## config.mk

```make
export PLATFORM = sky130hd
export DESIGN_NAME = cic_ctrl
export DESIGN_NICKNAME = d
export VERILOG_FILES = /design/src/rtl/cic_pkg.sv /design/src/rtl/cic_strobe_wd.sv /design/src/rtl/cic_ctrl.sv
export SDC_FILE = /design/constraint.sdc
export NUM_CORES = 1
export LEC_CHECK = 0
export BUFFER_PORTS_ARGS = -buffer_cell sky130_fd_sc_hd__buf_2
export CORE_MARGIN = 1
export CORE_UTILIZATION = 54
export DETAILED_ROUTE_END_ITERATION = 8
export PLACE_DENSITY = 0.93
export SLEW_MARGIN = 0
export SYNTH_ARGS = -nofsm -noshare
export SYNTH_HDL_FRONTEND = slang
export SYNTH_SLANG_ARGS = --single-unit
```

## constraint.sdc

```tcl
create_clock -name clk -period 3.65 [get_ports clk]
set_input_delay 0.73 -clock clk [delete_from_list [all_inputs] [get_ports clk]]
set_output_delay 0.73 -clock clk [all_outputs]
set_load 0.005 [all_outputs]
```

## src/rtl/cic_pkg.sv

```systemverilog
// Shared definitions for the CIC run-time controller: FSM encoding, ratio limits
// and the ratio range check.
package cic_pkg;

  localparam int unsigned MIN_RATIO     = 2;
  localparam int unsigned MAX_RATIO     = 1024;
  localparam int unsigned DEFAULT_RATIO = 64;

  typedef enum logic [1:0] {
    ST_IDLE   = 2'd0,
    ST_RESET  = 2'd1,
    ST_SETTLE = 2'd2,
    ST_RUN    = 2'd3
  } cic_state_e;

  function automatic logic ratio_legal(input logic [31:0] r,
                                       input logic [31:0] lo,
                                       input logic [31:0] hi);
    return (r >= lo) && (r <= hi);
  endfunction

endpackage

```

## src/rtl/cic_strobe_wd.sv

```systemverilog
// Rising-edge detector on the CIC decimated clock plus a saturating watchdog
// that flags 2*ratio consecutive cycles without a strobe.
module cic_strobe_wd #(
  parameter int RATIO_W = 16
) (
  input  logic               clk,
  input  logic               rst_n,
  input  logic               cic_dclk,
  input  logic               active,
  input  logic               clr,
  input  logic [RATIO_W-1:0] ratio,
  output logic               strb,
  output logic               timeout
);

  localparam logic [RATIO_W+1:0] ONE = (RATIO_W+2)'(1);

  logic               dclk_q;
  logic [RATIO_W+1:0] cnt_q, cnt_d;
  logic [RATIO_W+1:0] lim_m1;

  assign strb   = cic_dclk & ~dclk_q;
  // cnt_q holds the number of strobe-free cycles already completed, so the
  // current cycle is the 2*ratio-th one when cnt_q reaches 2*ratio-1.
  assign lim_m1 = {1'b0, ratio, 1'b0} - ONE;

  always_comb begin
    cnt_d = cnt_q;
    if (clr || strb || !active) begin
      cnt_d = '0;
    end else if (cnt_q != '1) begin
      cnt_d = cnt_q + ONE;
    end
  end

  assign timeout = active & ~strb & ~clr & (cnt_q >= lim_m1);

  always_ff @(posedge clk or negedge rst_n) begin
    if (!rst_n) begin
      dclk_q <= 1'b0;
      cnt_q  <= '0;
    end else begin
      dclk_q <= cic_dclk;
      cnt_q  <= cnt_d;
    end
  end

endmodule

```

## src/rtl/cic_ctrl.sv

```systemverilog
// Run-time controller for the CIC decimator: ratio configuration, CIC reset
// sequencing, settling-sample discard, sample forwarding and stall recovery.
module cic_ctrl #(
  parameter int          DATA_W        = 31,
  parameter int          RATIO_W       = 16,
  parameter int unsigned MIN_RATIO     = cic_pkg::MIN_RATIO,
  parameter int unsigned MAX_RATIO     = cic_pkg::MAX_RATIO,
  parameter int unsigned DEFAULT_RATIO = cic_pkg::DEFAULT_RATIO,
  parameter int          ORDER         = 5,
  parameter int          RST_CYCLES    = 4
) (
  input  logic               clk,
  input  logic               rst_n,
  input  logic               enable,
  input  logic               cfg_valid,
  input  logic [RATIO_W-1:0] cfg_ratio,
  output logic               cfg_ready,
  output logic               cfg_err,
  output logic               cic_rst,
  output logic [RATIO_W-1:0] cic_ratio,
  input  logic [DATA_W-1:0]  cic_dout,
  input  logic               cic_dclk,
  output logic               out_valid,
  output logic [DATA_W-1:0]  out_data,
  output logic               busy,
  output logic               stall
);
  import cic_pkg::*;

  localparam int RST_W = $clog2(RST_CYCLES + 1);
  localparam int SET_W = $clog2(ORDER + 1);
  localparam logic [RST_W-1:0] RST_LOAD = RST_W'(RST_CYCLES - 1);
  localparam logic [SET_W-1:0] SET_LAST = SET_W'(ORDER - 1);

  cic_state_e         state_q, state_d, prev_q;
  logic [RST_W-1:0]   rst_cnt_q, rst_cnt_d;
  logic [SET_W-1:0]   set_cnt_q, set_cnt_d;
  logic [RATIO_W-1:0] ratio_q, ratio_d;
  logic               stall_q, stall_d;
  logic               err_q, err_d;
  logic               ovld_q, ovld_d;
  logic [DATA_W-1:0]  odata_q, odata_d;
  logic               xfer, legal, strb, timeout, wd_active, wd_clr;

  assign cfg_ready = (state_q != ST_RESET);
  assign xfer      = cfg_valid & cfg_ready;
  assign legal     = xfer & ratio_legal(32'(cfg_ratio), MIN_RATIO, MAX_RATIO);
  assign wd_active = (state_q == ST_SETTLE) || (state_q == ST_RUN);
  // Registered entry flag keeps the watchdog clear off the next-state path.
  assign wd_clr    = (state_q != prev_q);

  cic_strobe_wd #(.RATIO_W(RATIO_W)) u_strobe_wd (
    .clk      (clk),
    .rst_n    (rst_n),
    .cic_dclk (cic_dclk),
    .active   (wd_active),
    .clr      (wd_clr),
    .ratio    (ratio_q),
    .strb     (strb),
    .timeout  (timeout)
  );

  always_comb begin
    state_d   = state_q;
    rst_cnt_d = rst_cnt_q;
    set_cnt_d = set_cnt_q;
    ratio_d   = legal ? cfg_ratio : ratio_q;
    stall_d   = timeout | (stall_q & ~legal);
    err_d     = xfer & ~legal;
    ovld_d    = 1'b0;
    odata_d   = odata_q;
    case (state_q)
      ST_IDLE: begin
        if (enable) begin
          state_d   = ST_RESET;
          rst_cnt_d = RST_LOAD;
        end
      end
      ST_RESET: begin
        if (!enable) begin
          state_d = ST_IDLE;
        end else if (rst_cnt_q == '0) begin
          state_d   = ST_SETTLE;
          set_cnt_d = '0;
        end else begin
          rst_cnt_d = rst_cnt_q - RST_W'(1);
        end
      end
      ST_SETTLE, ST_RUN: begin
        // Disable beats restart, and restart beats any strobe in the same cycle.
        if (!enable) begin
          state_d = ST_IDLE;
        end else if (legal || timeout) begin
          state_d   = ST_RESET;
          rst_cnt_d = RST_LOAD;
        end else if (strb) begin
          if (state_q == ST_RUN) begin
            ovld_d  = 1'b1;
            odata_d = cic_dout;
          end else if (set_cnt_q == SET_LAST) begin
            state_d = ST_RUN;
          end else begin
            set_cnt_d = set_cnt_q + SET_W'(1);
          end
        end
      end
      default: state_d = ST_IDLE;
    endcase
  end

  always_ff @(posedge clk or negedge rst_n) begin
    if (!rst_n) begin
      state_q   <= ST_IDLE;
      prev_q    <= ST_IDLE;
      rst_cnt_q <= '0;
      set_cnt_q <= '0;
      ratio_q   <= RATIO_W'(DEFAULT_RATIO);
      stall_q   <= 1'b0;
      err_q     <= 1'b0;
      ovld_q    <= 1'b0;
      odata_q   <= '0;
    end else begin
      state_q   <= state_d;
      prev_q    <= state_q;
      rst_cnt_q <= rst_cnt_d;
      set_cnt_q <= set_cnt_d;
      ratio_q   <= ratio_d;
      stall_q   <= stall_d;
      err_q     <= err_d;
      ovld_q    <= ovld_d;
      odata_q   <= odata_d;
    end
  end

  assign cic_rst   = (state_q == ST_IDLE) || (state_q == ST_RESET);
  assign busy      = (state_q == ST_RESET) || (state_q == ST_SETTLE);
  assign cic_ratio = ratio_q;
  assign cfg_err   = err_q;
  assign out_valid = ovld_q;
  assign out_data  = odata_q;
  assign stall     = stall_q;

endmodule

```

==> out/results.txt <==
run status - finished clean
Setup crit start kind - register
first-pass GRT wire length - 15,700 µm
final antenna-violating net count - 0
WHS - 0.482 ns
Crit. Startpoint - cic_ratio[8]$_DFFE_PN0P_
# IOs - 105
Place WS - 0.0773 ns
Pwr Density - 652 nW/µm²
RePlAce Congestion - 0.998
PortBufs - 104
count leader, synth - dfrtp_1
maximum fanout along the worst path - 9
CP required - 3.90 ns
WS Path Type - register to register
post-synth top area share - 0.454
hold_sp - state_q[0]$_DFFE_PN0P_
Tmin final - 3.56 ns
Worst Setup End Kind - register
r2r endpoint - rst_cnt_q[1]$_DFFE_PN0P_
r2r setup slk - 0.09 ns
max-cap violations - 0
CP arrival - 3.81 ns
register area share after synthesis - 0.460
Worst VDD drop - 0.429 mV
Layout Nets - 566
worst slew pin tran - 0.968 ns
Yosys cell types - 53
area of the multi-input gates - 2270 µm²
main flop type after synthesis - dfrtp_1
Layout Cells excl Fill - 593
Area Growth Syn to Fin - 21.4%
via count - 3,392
final worst slack - 0.0928 ns
worst reg2reg path depth - 14
layout cells sized above 1 - 0.383
drt wl/cell - 16.5 µm
post-detailed-routing wire length - 9800 µm
highest clock rate - 281 MHz
Core Box Area - 7730 µm²
final setup vio count - 0
vias in the first global route - 3,395
clk_lat worst skew - 0.36 ns
grt ovf - 0
Num Clock Sinks - 79
initial drt markers - 149
DRT Pass-1 Iters - 4
number of synthesized flops with an enable pin - 0
Die H - 91.3 µm
Synth Warn # - 0
full die area - 8330 µm²
Fillers - 581
fin crit share - 0.975
DRC viols - 0
synthesized cell area - 4300 µm²
CTS tree - built
Hold Path End - prev_q[0]$_DFF_PN0_
FF+latch count, synth - 79
worst-case clock skew - 0.0120 ns
ant diodes - 0
dpl hpwl - 7050 µm
syn_nets - 452
Worst R2R Start - cic_ratio[8]$_DFFE_PN0P_
Starting Density - 0.557
CTS max path bufs - 2
mean post-synth cell area - 11.6 µm²
leakage - 2.66 nW
Clock transition at path regs - 0.08 ns
Syn Inst Count - 372
CTS buffer count - 9
min-delay worst type - register to register
sequential cell area - 1980 µm²
final hold violations - 0
area leader, netlist - dfrtp_1
placed cell count - 575
Post-synth ARST share - 1.00
Hold Path Depth - 0
initial antenna violation count - 0
routed vias/inst - 5.72
Total GRT Usage - 0.241
largest net degree at the start of global routing - 80
site row count - 32
H-tree depth - 3
synth top area cells - dfrtp_1 45%, mux2_4 10%, ha_1 8.1%
Die X - 91.3 µm
slew margin rel. - 0.355
Max Slew Vio Count - 0
Root Driver - clkbuf_8
most frequent cells after synthesis - 78 x dfrtp_1, 29 x mux2_4, 29 x nor2_1, 28 x ha_1, 18 x xor2_1
-- cells in the final DEF (no fill, tap or decap), types with 5 or more instances in the layout --
cell type,count
nor2_1,29
o21ai_0,11
mux2_4,29
and3_1,9
ha_1,28
nand2_1,15
buf_4,7
xor2_1,18
buf_2,103
a21oi_1,9
dfrtp_1,78
nand4_1,8
clkbuf_8,9
a31oi_1,5
mux2_2,15
xnor2_1,9
inv_1,12
nor3_1,9
nand3_1,14
and2_1,7
-- state kept, by name, summed over array words and instances, names as in the netlist --
signal,count
out_data,31
u_strobe_wd.cnt_q,18
cic_ratio,16
rst_cnt_q,3
set_cnt_q,3
prev_q,2
state_q,2
cfg_err,1
out_valid,1
stall,1
u_strobe_wd.dclk_q,1
-- worst max path at each step --
stage | end | cells after the start | slack [ns]
CTS | rst_cnt_q[0]$_DFFE_PN0P_ | 13 | 0.02
floorplan | out_data[10]$_DFFE_PN0P_ | 13 | 0.37
global placement | rst_cnt_q[0]$_DFFE_PN0P_ | 13 | 0.23
global route | rst_cnt_q[1]$_DFFE_PN0P_ | 14 | -0.07
finish | rst_cnt_q[1]$_DFFE_PN0P_ | 14 | 0.09
detailed placement | rst_cnt_q[0]$_DFFE_PN0P_ | 13 | 0.08
-- cell families after synthesis --
group                    count (synthesis)  synth area share
AND/OR/NAND/NOR                        122             0.157
flip-flops                              79             0.460
AO/OA/AOI/OAI                           48            0.0727
multiplexers                            47             0.150
adder cells (fa/ha/maj)                 28            0.0814
XOR/XNOR                                27            0.0550
buffers and inverters                   21            0.0236
-- repair_timing --
item                       4_1_cts  5_1_grt
resized for setup                0        9
setup endpoints to repair        0       40
hold buffers                     0        0
setup buffers                    0        2
-- worst max-delay path, cell delays in order (launching register included) --
cell and delay, ns:
dfrtp_1 0.44, or3_1 0.44, nor3_2 0.20, nand3_1 0.19, nor4_4 0.26, xnor2_1 0.15, ha_1 0.29, nand3_1 0.15
o211ai_1 0.14, o211ai_1 0.23, buf_4 0.17, nand3_4 0.07, buf_4 0.18, o21ai_2 0.18, mux2_2 0.35
-- per-layer routing --
metal	track usage	vias to the layer above	wire, µm	part of all wire
met4	0.112	0	263	0.027
met2	0.422	118	5110	0.52
met5	0	-	0	0
met3	0.0662	26	497	0.051
met1	0.273	1678	3930	0.40
li1	-	1570	-	-
-- power breakdown --
part / switching, mW / internal (mW) / leakage, nW / total (mW)
Combinational: 0.694 / 0.743 / 1.53 / 1.44
Clock: 0.350 / 0.323 / 0.0964 / 0.672
Sequential: 0.171 / 1.12 / 1.03 / 1.29
Total: 1.21 / 2.19 / 2.66 / 3.40
-- through the flow --
step	power (mW)	TNS, ns	cell area [µm²]	utilization
6_report	3.40	0	5220	0.676
3_3_place_gp	2.59	0	4950	0.641
3_5_place_dp	2.68	0	4950	0.641
5_1_grt	3.62	-1.15	5220	0.676
4_1_cts	3.36	0	5160	0.667
2_1_floorplan	2.20	0	4300	-
-- cell type report --
type / instances / area share
Sequential cell: 79 / 0.379
Tap cell: 102 / 0.0244
Inverter: 12 / 0.00863
Timing Repair Buffer: 112 / 0.115
Clock inverter: 7 / 0.0153
Multi-Input combinational cell: 272 / 0.434
Clock buffer: 9 / 0.0237
(Power assumes the default switching activity.)
